$ cat config.mk
export PLATFORM = sky130hd
export DESIGN_NAME = cpu_gen2
export DESIGN_NICKNAME = d
export VERILOG_FILES = /design/src/rtl/cpu_gen2.sv
export SDC_FILE = /design/constraint.sdc
export NUM_CORES = 1
export LEC_CHECK = 0
export BUFFER_PORTS_ARGS = -buffer_cell sky130_fd_sc_hd__buf_2
export CAP_MARGIN = 30
export CORE_AREA = 2 2 63 65
export DETAILED_ROUTE_END_ITERATION = 16
export DIE_AREA = 0 0 65 67
export PLACE_DENSITY = 0.79
export REMOVE_ABC_BUFFERS = 1
export SLEW_MARGIN = 20
export SYNTH_ARGS = -nofsm -noshare
export SYNTH_HDL_FRONTEND = slang
export SYNTH_SLANG_ARGS = --single-unit
$ cat constraint.sdc
create_clock -name clk -period 2.9 [get_ports clk]
set_clock_uncertainty 0.15 [all_clocks]
set_input_delay 0.145 -clock clk [delete_from_list [all_inputs] [get_ports clk]]
set_output_delay 0.145 -clock clk [all_outputs]
set_load 0.01 [all_outputs]
$ cat src/rtl/cpu_gen2.sv
// Accumulator CPU: single clock, parametrised datapath, one control FSM (IDLE/FETCH/DECODE/EXEC/HALT).
// Latency: 3 cycles per instruction with zero-wait memory; HLT reaches HALT 2 cycles after its fetch starts.
// Backpressure: the memory port holds req/addr/we/wdata until ack, so each wait state stretches the stalled state by one cycle.
//
// Ports: clk, rst_ (async, active low); mem_req/mem_we/mem_addr/mem_wdata out and mem_rdata/mem_ack in form the
// memory port; go resumes from HALT; halt, load_ir, state and accum expose core status.
module cpu_gen2 #(
    parameter int unsigned ADDR_W = 5,
    parameter int unsigned DATA_W = 8
) (
    input  logic              clk,
    input  logic              rst_,
    output logic              mem_req,
    output logic              mem_we,
    output logic [ADDR_W-1:0] mem_addr,
    output logic [DATA_W-1:0] mem_wdata,
    input  logic [DATA_W-1:0] mem_rdata,
    input  logic              mem_ack,
    input  logic              go,
    output logic              halt,
    output logic              load_ir,
    output logic [2:0]        state,
    output logic [DATA_W-1:0] accum
);

    // The opcode sits in the top three bits and the operand in the bottom ADDR_W bits,
    // so the word has to be wide enough to hold both without overlap.
    generate
        if (DATA_W < ADDR_W + 3) begin : g_bad_width
            $error("cpu_gen2: DATA_W must be at least ADDR_W+3");
        end
    endgenerate

    typedef enum logic [2:0] {
        S_IDLE   = 3'd0,
        S_FETCH  = 3'd1,
        S_DECODE = 3'd2,
        S_EXEC   = 3'd3,
        S_HALT   = 3'd4
    } state_t;

    localparam logic [2:0] OP_HLT = 3'd0;
    localparam logic [2:0] OP_SKZ = 3'd1;
    localparam logic [2:0] OP_ADD = 3'd2;
    localparam logic [2:0] OP_AND = 3'd3;
    localparam logic [2:0] OP_XOR = 3'd4;
    localparam logic [2:0] OP_LDA = 3'd5;
    localparam logic [2:0] OP_STO = 3'd6;
    localparam logic [2:0] OP_JMP = 3'd7;

    state_t              cur_state;
    state_t              nxt_state;
    logic [ADDR_W-1:0]   pc;
    logic [ADDR_W-1:0]   pc_nxt;
    logic [DATA_W-1:0]   ac;
    logic [DATA_W-1:0]   ac_nxt;
    logic [DATA_W-1:0]   ir;
    logic [DATA_W-1:0]   ir_nxt;
    logic [2:0]          opcode;
    logic [ADDR_W-1:0]   operand;
    logic                zero;
    logic                unused_ir_bits;

    assign opcode         = ir[DATA_W-1 -: 3];
    assign operand        = ir[ADDR_W-1:0];
    assign zero           = (ac == '0);
    // Bits between opcode and operand carry no meaning.
    assign unused_ir_bits = ^ir;

    always_ff @(posedge clk or negedge rst_) begin
        if (!rst_) begin
            cur_state <= S_IDLE;
            pc        <= '0;
            ac        <= '0;
            ir        <= '0;
        end else begin
            cur_state <= nxt_state;
            pc        <= pc_nxt;
            ac        <= ac_nxt;
            ir        <= ir_nxt;
        end
    end

    always_comb begin
        nxt_state = cur_state;
        pc_nxt    = pc;
        ac_nxt    = ac;
        ir_nxt    = ir;
        mem_req   = 1'b0;
        mem_we    = 1'b0;
        mem_addr  = '0;
        load_ir   = 1'b0;

        case (cur_state)
            S_IDLE: nxt_state = S_FETCH;

            S_FETCH: begin
                mem_req  = 1'b1;
                mem_addr = pc;
                if (mem_ack) begin
                    load_ir   = 1'b1;
                    ir_nxt    = mem_rdata;
                    nxt_state = S_DECODE;
                end
            end

            S_DECODE: begin
                pc_nxt    = pc + 1'b1;
                nxt_state = (opcode == OP_HLT) ? S_HALT : S_EXEC;
            end

            S_EXEC: begin
                case (opcode)
                    OP_ADD, OP_AND, OP_XOR, OP_LDA: begin
                        mem_req  = 1'b1;
                        mem_addr = operand;
                        if (mem_ack) begin
                            case (opcode)
                                OP_ADD:  ac_nxt = ac + mem_rdata;
                                OP_AND:  ac_nxt = ac & mem_rdata;
                                OP_XOR:  ac_nxt = ac ^ mem_rdata;
                                default: ac_nxt = mem_rdata;
                            endcase
                            nxt_state = S_FETCH;
                        end
                    end
                    OP_STO: begin
                        mem_req  = 1'b1;
                        mem_we   = 1'b1;
                        mem_addr = operand;
                        if (mem_ack) begin
                            nxt_state = S_FETCH;
                        end
                    end
                    OP_JMP: begin
                        pc_nxt    = operand;
                        nxt_state = S_FETCH;
                    end
                    OP_SKZ: begin
                        if (zero) begin
                            pc_nxt = pc + 1'b1;
                        end
                        nxt_state = S_FETCH;
                    end
                    // HLT never reaches EXEC; recover by fetching.
                    default: nxt_state = S_FETCH;
                endcase
            end

            S_HALT: begin
                if (go) begin
                    nxt_state = S_FETCH;
                end
            end

            default: nxt_state = S_IDLE;
        endcase

        // Reset must kill an in-flight request without waiting for the state register.
        if (!rst_) begin
            mem_req  = 1'b0;
            mem_we   = 1'b0;
            mem_addr = '0;
            load_ir  = 1'b0;
        end
    end

    assign mem_wdata = ac;
    assign halt      = (cur_state == S_HALT);
    assign state     = cur_state;
    assign accum     = ac;

endmodule

Yosys cells after proc, flatten, opt, wreduce, memory -nomap -nowiden
Index checks and enable logic that the tools add are counted.

storage, ports and cells
  output and inout port bits = 28
  bits in registers = 24
  input port bits = 12

operators by class
  mux-type cells = 22
  reductions and logical operators = 10
  eq/ne operators = 16
  add/sub/neg operators = 2
  bitwise operators = 2

operators with widths
  operator                                             count
  case mux 5 bit (2 select lines)                      3
  case mux 8 bit (3 select lines)                      1
  equality test 3 bit, second input constant           5
  2-to-1 mux 3 bit                                     5
  2-to-1 mux 5 bit                                     3
  case mux 3 bit (5 select lines)                      1
  equality test 3 x 2 -> 1 bit, second input constant  4
  AND reduction 3 bit                                  3
  adder 8 bit                                          1
  bitwise AND 8 bit                                    1
  zero test 8 bit                                      1
  2-to-1 mux 1 bit                                     8
  XOR 8 bit                                            1
  equality test 3 x 1 -> 1 bit, second input constant  2
  zero test 3 bit                                      2
  != test 3 bit, second input constant                 2
  adder 5 x 1 -> 5 bit, second input constant          1
  OR reduction 5 bit                                   1
  != test 2 bit, second input constant                 2
  OR reduction 4 bit                                   1
  != test 3 x 2 -> 1 bit, second input constant        1
  case mux 1 bit (2 select lines)                      1
  AND reduction 2 bit                                  1
  nonzero test 2 bit                                   1

Depth between registers and ports, before layout
  depth after elaboration = 5
  depth in mapped cells = 7
  gate-level depth less buffers = 7

Least setup slack after synthesis
Ideal clock, no wire load.

  path type = reg-to-reg
  start point = reg ac[4], in the netlist accum[4]
  end point = reg ac[7], in the netlist accum[7]
  slack = 741 ps
  arrival = 1940 ps
  data required time = 2681 ps
  stages on the path, launching flop included = 7
  setup time = 69 ps
  cell sequence = dfrtp_1 ha_1 a21o_1 a21o_1 a221o_1 or3_1 nand3_1

between the ends
  word-level cells in the longest chain between the ends = 2

RTL lines
  item                             line  RTL
  start, declared                  55    logic [DATA_W-1:0] ac;
  start signal, assigned           79    ac <= ac_nxt;
  adder 8 bit                      119   OP_ADD: ac_nxt = ac + mem_rdata;
  case mux 8 bit (3 select lines)  118   case (opcode)

Every way passes these cells.
A chain may end at the register's enable or synchronous reset.

Final worst setup path
  start point = reg ir[7]
  end point = reg ac[7], in the netlist accum[7]

between the ends
  word-level cells in the longest chain between the ends = 3
  elaborated cells between the ends (all ways) = 7
  those cells by class = eq/ne: 4; mux: 1; reduce/logical: 2

RTL lines
  item                                                  line      RTL
  start, declared                                       57        logic [DATA_W-1:0] ir;
  start signal, assigned                                80        ir <= ir_nxt;
  equality test 3 x 2 -> 1 bit (tied with other cells)  113, 118
  OR reduction 4 bit                                    113       case (opcode)
  AND reduction 3 bit (no line)                         --

Parallel ways exist; a longest one is shown, timed or not.

==> impl_results.md <==
* Status: complete, no violations
* Die ar. at 4360 sq um
* Critical Path End: accum[7]
* EDFF count, synth at 0
* Core Region at 3610 sq um
* DRT iter0 DRCs at 125
* Drt via density at 6.17
* Main flop type after synthesis: dfrtp_1
* Number of fill cells at 317
* Multi-input gate area at 1240 sq um
* Resized cells post-CTS at 0
* DRT Pass-1 Iters at 4
* Overflow after GRT at 0
* Root buffer cell: clkbuf_8
* R2r endpoint: accum[7]
* Final core area utilization at 0.624
* Crit path from: ir[7]
* Initial core utilization at 0.547
* YS warnings at 0
* Final Critical Period at 2.33 ns
* TritonCTS clock tree: built
* DRC violations left at 0
* All-Layer GR Usage at 0.239
* # diodes at 0
* Post-Route WL at 4810 microns
* Worst-Margin Slew at 0.644 ns
* Setup TNS at 0 ns
* Initial antenna violation count at 0
* Fmax at 430 MHz
* Async SR Flop Fraction at 1.00
* Max-slew headroom at 0.570
* R2R depth at 4
* Worst-path fanout max at 17
* Register share of total power at 0.305
* Gate power share at 0.577
* CTS max path bufs at 2
* Postcts setup bufs at 0
* Mapped Cells at 224
* Num rows at 22
* Hold Vio Cnt, Final at 0
* Register area share after synthesis at 0.305
* Number of global-route vias before repair at 1,643
* TritonCTS Sinks at 24
* Highest-count cells in the layout ignoring fill and taps: buf_2 (39), dfrtp_1 (24), nand2_1 (19)
* Clock latency on the worst-skew pair at 0.27 ns
* Vert. Die Dim at 67 microns
* Clock Pin Slew Worst Setup and Hold Paths at 0.09 ns
* Synth cell types at 51
* Setup CP Type: register to register
* Max-cap check violation count at 0
* Hold Crit Class: input port to register
* Total power at 2.56 mW
* Switching Share at 0.478
* Post-DP HPWL at 3490 microns
* I/O pin cnt at 40
* CTS buffer count at 3
* Final setup fails at 0
* Die width at 65 microns
* Max-slew violation count at 0
* Vias at 1,869
* RR Startpoint: ir[7]
* Post-synthesis cell area at 1970 sq um
* RD Place Congestion at 0.937
* Crit. End Element: register
* Period utilisation layout at 0.803
* Number of port buffers at 39
* Synth Area per Inst at 8.80 sq um
* Leakage power at 1.03 nW
* Worst ir drop on vdd at 465 uV
* Req. time, crit path at 2.97 ns
* Startpoint Class: register
* Pwr dens at 1140 nW/um^2
* RSZ-0062 raised after global routing: no
* Reg area at 601 sq um
* Global-route wire length before repair at 8050 microns
* Drt wl/cell at 15.9 microns
* Clock share of power at 0.117
* H-tree depth at 1
* Switch Pwr at 1.22 mW
* Yosys reg bits at 24
* Share of cells above drive strength 1 at 0.235
* ANT nets after route at 0
* Largest net degree at the start of global routing at 27
* Arr. time, crit path at 2.40 ns
* Internal power at 1.34 mW
* Commonest non-fill, non-tap cell in the layout: buf_2
* Internal reg-to-reg setup slack at 0.57 ns
* Final nets at 278
* Area growth syn-to-layout at 14.1%
==> routing by layer <==
layer / vias up / track usage / wire length [microns]
met5: - / 0 / 0
met4: 0 / 0.0771 / 56
met3: 4 / 0.0287 / 313
met2: 72 / 0.383 / 2240
met1: 885 / 0.336 / 2210
li1: 908 / - / -
==> worst min path at each step <==
stage / depth (start not counted) / slack (ns) / end / from
after floorplan: 0 / -0.30 / accum[0] / rst_
after global placement: 2 / 0.02 / state[0] / rst_
after detailed placement: 2 / 0.02 / state[0] / rst_
after CTS: 2 / 0.006 / ir[0] / mem_rdata[0]
after global routing: 2 / 0.01 / ir[0] / mem_rdata[0]
final: 2 / 0.002 / ir[0] / mem_rdata[0]
==> per-stage QoR <==
stage	hold slack (ns)	instance area, sq um	cells	setup slack (ns)
2_1_floorplan	-0.301	1850	204	0.699
3_3_place_gp	0.0183	2140	295	0.612
3_5_place_dp	0.0219	2140	295	0.610
4_1_cts	0.00604	2250	303	0.591
5_1_grt	0.0116	2250	303	0.277
6_report	0.00234	2250	303	0.572
==> power by group through the flow <==
stage | combinational [mW] | clock, mW | sequential [mW]
global route | 1.64 | 0.318 | 0.818
finish | 1.48 | 0.300 | 0.780
detailed placement | 1.46 | 0 | 0.782
CTS | 1.47 | 0.303 | 0.776
global placement | 1.44 | 0 | 0.772
floorplan | 0.976 | 0 | 0.789
==> cell usage after synthesis, types with 4 or more instances <==
library cell	number	area, sq um
clkbuf_1	5	18.8
nand2_1	19	71.3
o221ai_1	4	35.0
o22ai_1	5	31.3
mux2_2	5	56.3
nor2b_1	5	31.3
a21o_1	6	45.0
o21ai_0	15	75.1
dfrtp_1	24	601
a211oi_1	4	30.0
buf_4	8	60.1
buf_2	5	25.0
a22oi_1	9	67.6
mux2i_1	5	50.1
ha_1	9	113
nor2_1	16	60.1
nand3_1	7	35.0
inv_1	4	15.0
nand2b_1	5	31.3
a21oi_1	12	60.1
==> critical path, stage by stage (launching register included) <==
cell and delay (ns):
dfrtp_1 0.73, xor2_1 0.30, nand3_1 0.48, or3_1 0.52, nand3_1 0.09
==> final cells by class <==
type | count | area share
inverters | 4 | 0.00667
clock inverters | 1 | 0.0133
repair buffers | 47 | 0.118
well taps | 48 | 0.0267
flip-flops and latches | 24 | 0.267
clock buffers | 3 | 0.0184
multi-input cells | 176 | 0.550
==> kinds of logic (layout without fill, tap and decap cells) <==
family / after synthesis / count (layout) / share of synthesized area
AO/OA/AOI/OAI: 75 / 75 / 0.268
multiplexers: 10 / 10 / 0.0539
adder cells (fa/ha/maj): 10 / 10 / 0.0673
buffers and inverters: 24 / 55 / 0.0679
flip-flops: 24 / 24 / 0.305
AND/OR/NAND/NOR: 79 / 79 / 0.229
XOR/XNOR: 2 / 2 / 0.00888
==> timing repair <==
action / 4_1_cts / 5_1_grt
endpoints found under the setup margin: 0 / 0
hold endpoints to repair: 27 / 0
hold buffers: 4 / 0
==> state kept, by name (all words and copies together) (netlist names) <==
name	cells
accum	8
state	3
pc	5
ir	8
(Power assumes the default switching activity.)
